--- src/rtl/flash_sequencer.sv ---
// Plays back the stored colour sequence for the current round on the LEDs.
// Sets the timer speed, steps the segment index and reports completion to the fsm.
module flash_sequencer #(
  parameter int         ROUNDS_PER_SPEEDUP = 4,
  parameter logic [2:0] MAX_SPEED          = 3'd4,
  parameter int         ON_PULSES          = 1,
  parameter int         GAP_PULSES         = 1,
  parameter int         MAX_ROUND          = 33
) (
  input  logic       clk,
  input  logic       reset,
  input  logic       start,
  input  logic       abort,
  input  logic [5:0] round,
  input  logic       pulse,
  input  logic [1:0] seg_colour,
  output logic [5:0] seg_idx,
  output logic [2:0] speed,
  output logic       load_speed,
  output logic [3:0] disp_o,
  output logic       busy,
  output logic       done
);

  typedef enum logic [2:0] {IDLE, LOAD, LEAD, ON, GAP, DONE} state_t;

  localparam logic [2:0] ON_LAST  = 3'(ON_PULSES - 1);
  localparam logic [2:0] GAP_LAST = 3'(GAP_PULSES - 1);
  localparam logic [5:0] MAX_RC   = 6'(MAX_ROUND);
  localparam logic [5:0] DIVISOR  = 6'(ROUNDS_PER_SPEEDUP);

  state_t     state_reg, state_next;
  logic [5:0] rc_reg, rc_next;
  logic [5:0] idx_reg, idx_next;
  logic [2:0] speed_reg, speed_next;
  logic [2:0] cnt_reg, cnt_next;

  logic [5:0] rc_in;
  logic [5:0] level;
  logic [2:0] speed_calc;
  logic       last_seg;

  // Speed level grows by one every ROUNDS_PER_SPEEDUP rounds, capped at MAX_SPEED.
  assign rc_in      = (round > MAX_RC) ? MAX_RC : round;
  assign level      = (rc_in - 6'd1) / DIVISOR;
  assign speed_calc = (level > {3'b000, MAX_SPEED}) ? MAX_SPEED : level[2:0];
  assign last_seg   = (idx_reg == rc_reg - 6'd1);

  always_ff @(posedge clk or negedge reset) begin
    if (!reset) begin
      state_reg <= IDLE;
      rc_reg    <= '0;
      idx_reg   <= '0;
      speed_reg <= '0;
      cnt_reg   <= '0;
    end else begin
      state_reg <= state_next;
      rc_reg    <= rc_next;
      idx_reg   <= idx_next;
      speed_reg <= speed_next;
      cnt_reg   <= cnt_next;
    end
  end

  always_comb begin
    state_next = state_reg;
    rc_next    = rc_reg;
    idx_next   = idx_reg;
    speed_next = speed_reg;
    cnt_next   = cnt_reg;
    case (state_reg)
      IDLE: begin
        if (start && !abort) begin
          rc_next = rc_in;
          if (rc_in == 6'd0) begin
            state_next = DONE;
          end else begin
            state_next = LOAD;
            speed_next = speed_calc;
          end
        end
      end
      LOAD: begin
        // A pulse here is dropped: the timer is being reloaded this cycle.
        state_next = LEAD;
        idx_next   = '0;
        cnt_next   = '0;
      end
      LEAD: begin
        if (pulse) begin
          state_next = ON;
          cnt_next   = '0;
        end
      end
      ON: begin
        if (pulse) begin
          if (cnt_reg >= ON_LAST) begin
            state_next = GAP;
            cnt_next   = '0;
          end else begin
            cnt_next = cnt_reg + 3'd1;
          end
        end
      end
      GAP: begin
        if (pulse) begin
          if (cnt_reg >= GAP_LAST) begin
            cnt_next = '0;
            if (last_seg) begin
              state_next = DONE;
            end else begin
              idx_next   = idx_reg + 6'd1;
              state_next = ON;
            end
          end else begin
            cnt_next = cnt_reg + 3'd1;
          end
        end
      end
      DONE: state_next = IDLE;
      default: state_next = IDLE;
    endcase
    // Abort overrides any pulse-driven progress in the same cycle.
    if (abort && state_reg != IDLE) begin
      state_next = IDLE;
      idx_next   = idx_reg;
      cnt_next   = '0;
    end
  end

  assign seg_idx    = idx_reg;
  assign speed      = speed_reg;
  assign load_speed = (state_reg == LOAD);
  assign busy       = (state_reg == LOAD) || (state_reg == LEAD) ||
                      (state_reg == ON)   || (state_reg == GAP);
  assign done       = (state_reg == DONE);
  assign disp_o     = (state_reg == ON) ? (4'b0001 << seg_colour) : 4'b0000;

endmodule

--- config.mk ---
export PLATFORM = sky130hd
export DESIGN_NAME = flash_sequencer
export DESIGN_NICKNAME = d
export VERILOG_FILES = /design/src/rtl/flash_sequencer.sv
export SDC_FILE = /design/constraint.sdc
export NUM_CORES = 1
export LEC_CHECK = 0
export CAP_MARGIN = 10
export CORE_MARGIN = 2
export CORE_UTILIZATION = 30
export DETAILED_ROUTE_END_ITERATION = 6
export PLACE_DENSITY = 0.6
export SYNTH_ARGS = -nofsm -noshare
export SYNTH_HDL_FRONTEND = slang
export SYNTH_SLANG_ARGS = --single-unit
--- constraint.sdc ---
create_clock -name clk -period 1.85 [get_ports clk]
set_input_delay 0.37 -clock clk [delete_from_list [all_inputs] [get_ports clk]]
set_output_delay 0.37 -clock clk [all_outputs]
set_load 0.05 [all_outputs]
==> out/metrics.cfg <==
[layout]
drive_above_1_share = 0.333
final_util = 0.473
fin_cells = 239
n_antenna_cell = 0
syn2layout_area_growth_pct = 52.4
nets = 205

[drt]
drc = 0
vias_per_cell = 5.03
num_vias = 1202
drtIter0Drc = 82
wirelength_um = 3120
wl_per_cell_um = 13.0
detail-route-antenna-nets = 0
dr.pass1.iters = 4

[critical_path]
cp.arrival_ns = 1.48
worstSetupEndpointType = primary output
cp_max_fo = 3
criticalPathCategory = input port to primary output
cp-start-kind = input port
crit_required_ns = 1.48

[timing]
setup_violations = 0
period_share = 0.999
slew_headroom = 0.764
min_period_ns = 1.85
slew_viol_final = 0
final_hold_viol_count = 0
fmaxAchievable_mhz = 541
rsz0062_at_grt = yes
finClkSkew_ns = 0.00118
worst_pin_slew_ns = 0.353

[logic_synthesis]
ys_seq_elements = 18
synth_top_area_cell = dfrtp_1
netlist-cell-type-count = 43
synth_edf_count = 0
synth_area_leaders = dfrtp_1 (36%), nand2b_1 (5.0%), xnor2_1 (4.9%)
avgSynthCellArea_um2 = 8.68
ys_warn_count = 0
synth_top_area_frac = 0.363
synth_common_cells = dfrtp_1 (18), nand2_1 (15), o21ai_0 (12), nand2b_1 (10)
yosysMostFrequentCell = dfrtp_1
synth_ff_type = dfrtp_1
syn_area_um2 = 1240
yosysSeqAreaShare = 0.363
ys_async_sr_fraction = 1.00
synthCells = 143
syn_nets = 158

[global_routing]
grt_pass1_vias = 1208
track_usage = 0.151
grt_max_degree = 19
grt_pass1_wl_um = 5300
antenna_found_initial = 0
grt.overflow.total = 0

[clock_tree]
clk_latency_ns = 0.25
cts_root_buf = clkbuf_8
cts_buffers = 3
clock_path_buffers = 2
path_clk_slew_ns = 0.07
clock_sinks = 18
ctsHoldBuffers = 0
h-tree-depth = 1
tritoncts = built

[placed_design]
portBuffers = 28
dp_cells = 232
hpwl_um = 2380
routabilityCongestion = 0.826

[power]
power.switching_fraction = 0.362
internal-power_uw = 910
p_leak_uw = 0.000771
powerDensity_nw_per_um2 = 754
p_seq_frac = 0.355
irDropWorstVdd_mv = 0.382
p_sw_uw = 516
comb_power_share = 0.425
clkPwrFrac = 0.220

[flow_run]
drv_cap = 0

[die]
fp.coreArea_um2 = 4000
start_util = 0.310
die_y_um = 68.3
rows = 23
die_x_um = 68.3
pin_count = 29
die_area_um2 = 4670

[run_status]
status = finished, final reports clean

[worst_hold_path]
hp-class = input port to async pin

-- final timing paths --
check,from,end,slack [ns],cells after the start
max,seg_colour[0],disp_o[1],0.001,4
min,reset,rc_reg[1],0.45,2
max reg2reg,rc_reg[0],state_reg[2],0.05,7
min reg2reg,speed[1],speed[1],0.51,2
max in group asynchronous,reset,state_reg[2],1.18,2
min in group clk,speed[1],speed[1],0.51,2
-- metal layers --
| metal | track usage | part of all wire |
|---|---|---|
| met5 | 0 | 0 |
| met4 | 0.0400 | 0.0061 |
| met3 | 0.0362 | 0.028 |
| met2 | 0.260 | 0.54 |
| met1 | 0.187 | 0.43 |
-- worst max-delay path, cell delays in order --
cell and delay, ns:
clkdlybuf4s50_1 0.54, inv_1 0.12, nor3_2 0.28, buf_12 0.17
-- cell families after synthesis --
logic type	count (synthesis)	synth area share
AND/OR/NAND/NOR	62	0.287
multiplexers	3	0.0252
flip-flops	18	0.363
XOR/XNOR	11	0.0776
buffers and inverters	14	0.0444
AO/OA/AOI/OAI	33	0.182
adder cells (fa/ha/maj)	2	0.0202
-- power groups by stage --
| stage | Sequential, µW | Clock (µW) | Combinational [µW] |
|---|---|---|---|
| after global routing | 515 | 346 | 665 |
| after detailed placement | 508 | 0 | 562 |
| after CTS | 500 | 331 | 570 |
| after floorplan | 557 | 0 | 312 |
| final | 506 | 314 | 606 |
| after global placement | 504 | 0 | 554 |
-- cells in the final DEF, fill, tap and decap left out, types with 2 or more instances in the layout --
cell,instances
nor2_1,6
clkbuf_8,4
o21ai_0,12
nor3_1,2
inv_1,6
nor3b_1,2
nand3b_1,2
a22oi_1,2
xor2_1,4
buf_12,7
buf_4,30
nor4_1,2
o311ai_1,2
xnor2_1,7
mux2i_1,2
clkdlybuf4s50_1,12
a21oi_1,3
nand2b_1,10
nor2_2,2
nand2_1,15
nor3_2,5
dfrtp_1,15
nand3_1,5
dfrtp_2,3
-- through the flow --
| stage | instance area [µm²] | setup WS, ns | TNS (ns) | total power, µW | hold WS, ns |
|---|---|---|---|---|---|
| after floorplan | 1240 | -0.382 | -1.78 | 869 | 0.0744 |
| after global placement | 1740 | -0.113 | -0.355 | 1060 | 0.495 |
| after detailed placement | 1740 | -0.171 | -0.551 | 1070 | 0.502 |
| after CTS | 1830 | 0.00673 | 0 | 1400 | 0.449 |
| after global routing | 1890 | -0.0829 | -0.403 | 1530 | 0.477 |
| final | 1890 | 0.00132 | 0 | 1430 | 0.449 |
-- cell type report --
type                       count  area, µm²
inverter                       7       26.3
timing repair buffer          49        485
clock buffer                   4       55.1
multi-input combinational    111        808
fill                         389       2110
sequential                    18        454
tap                           50       62.6
-- what timing repair did --
item,4_1_cts,5_1_grt
pin swaps,4,2
buffers inserted,2,1
setup endpoints to repair,5,13
resized for setup,6,12
(Power assumes the default switching activity.)
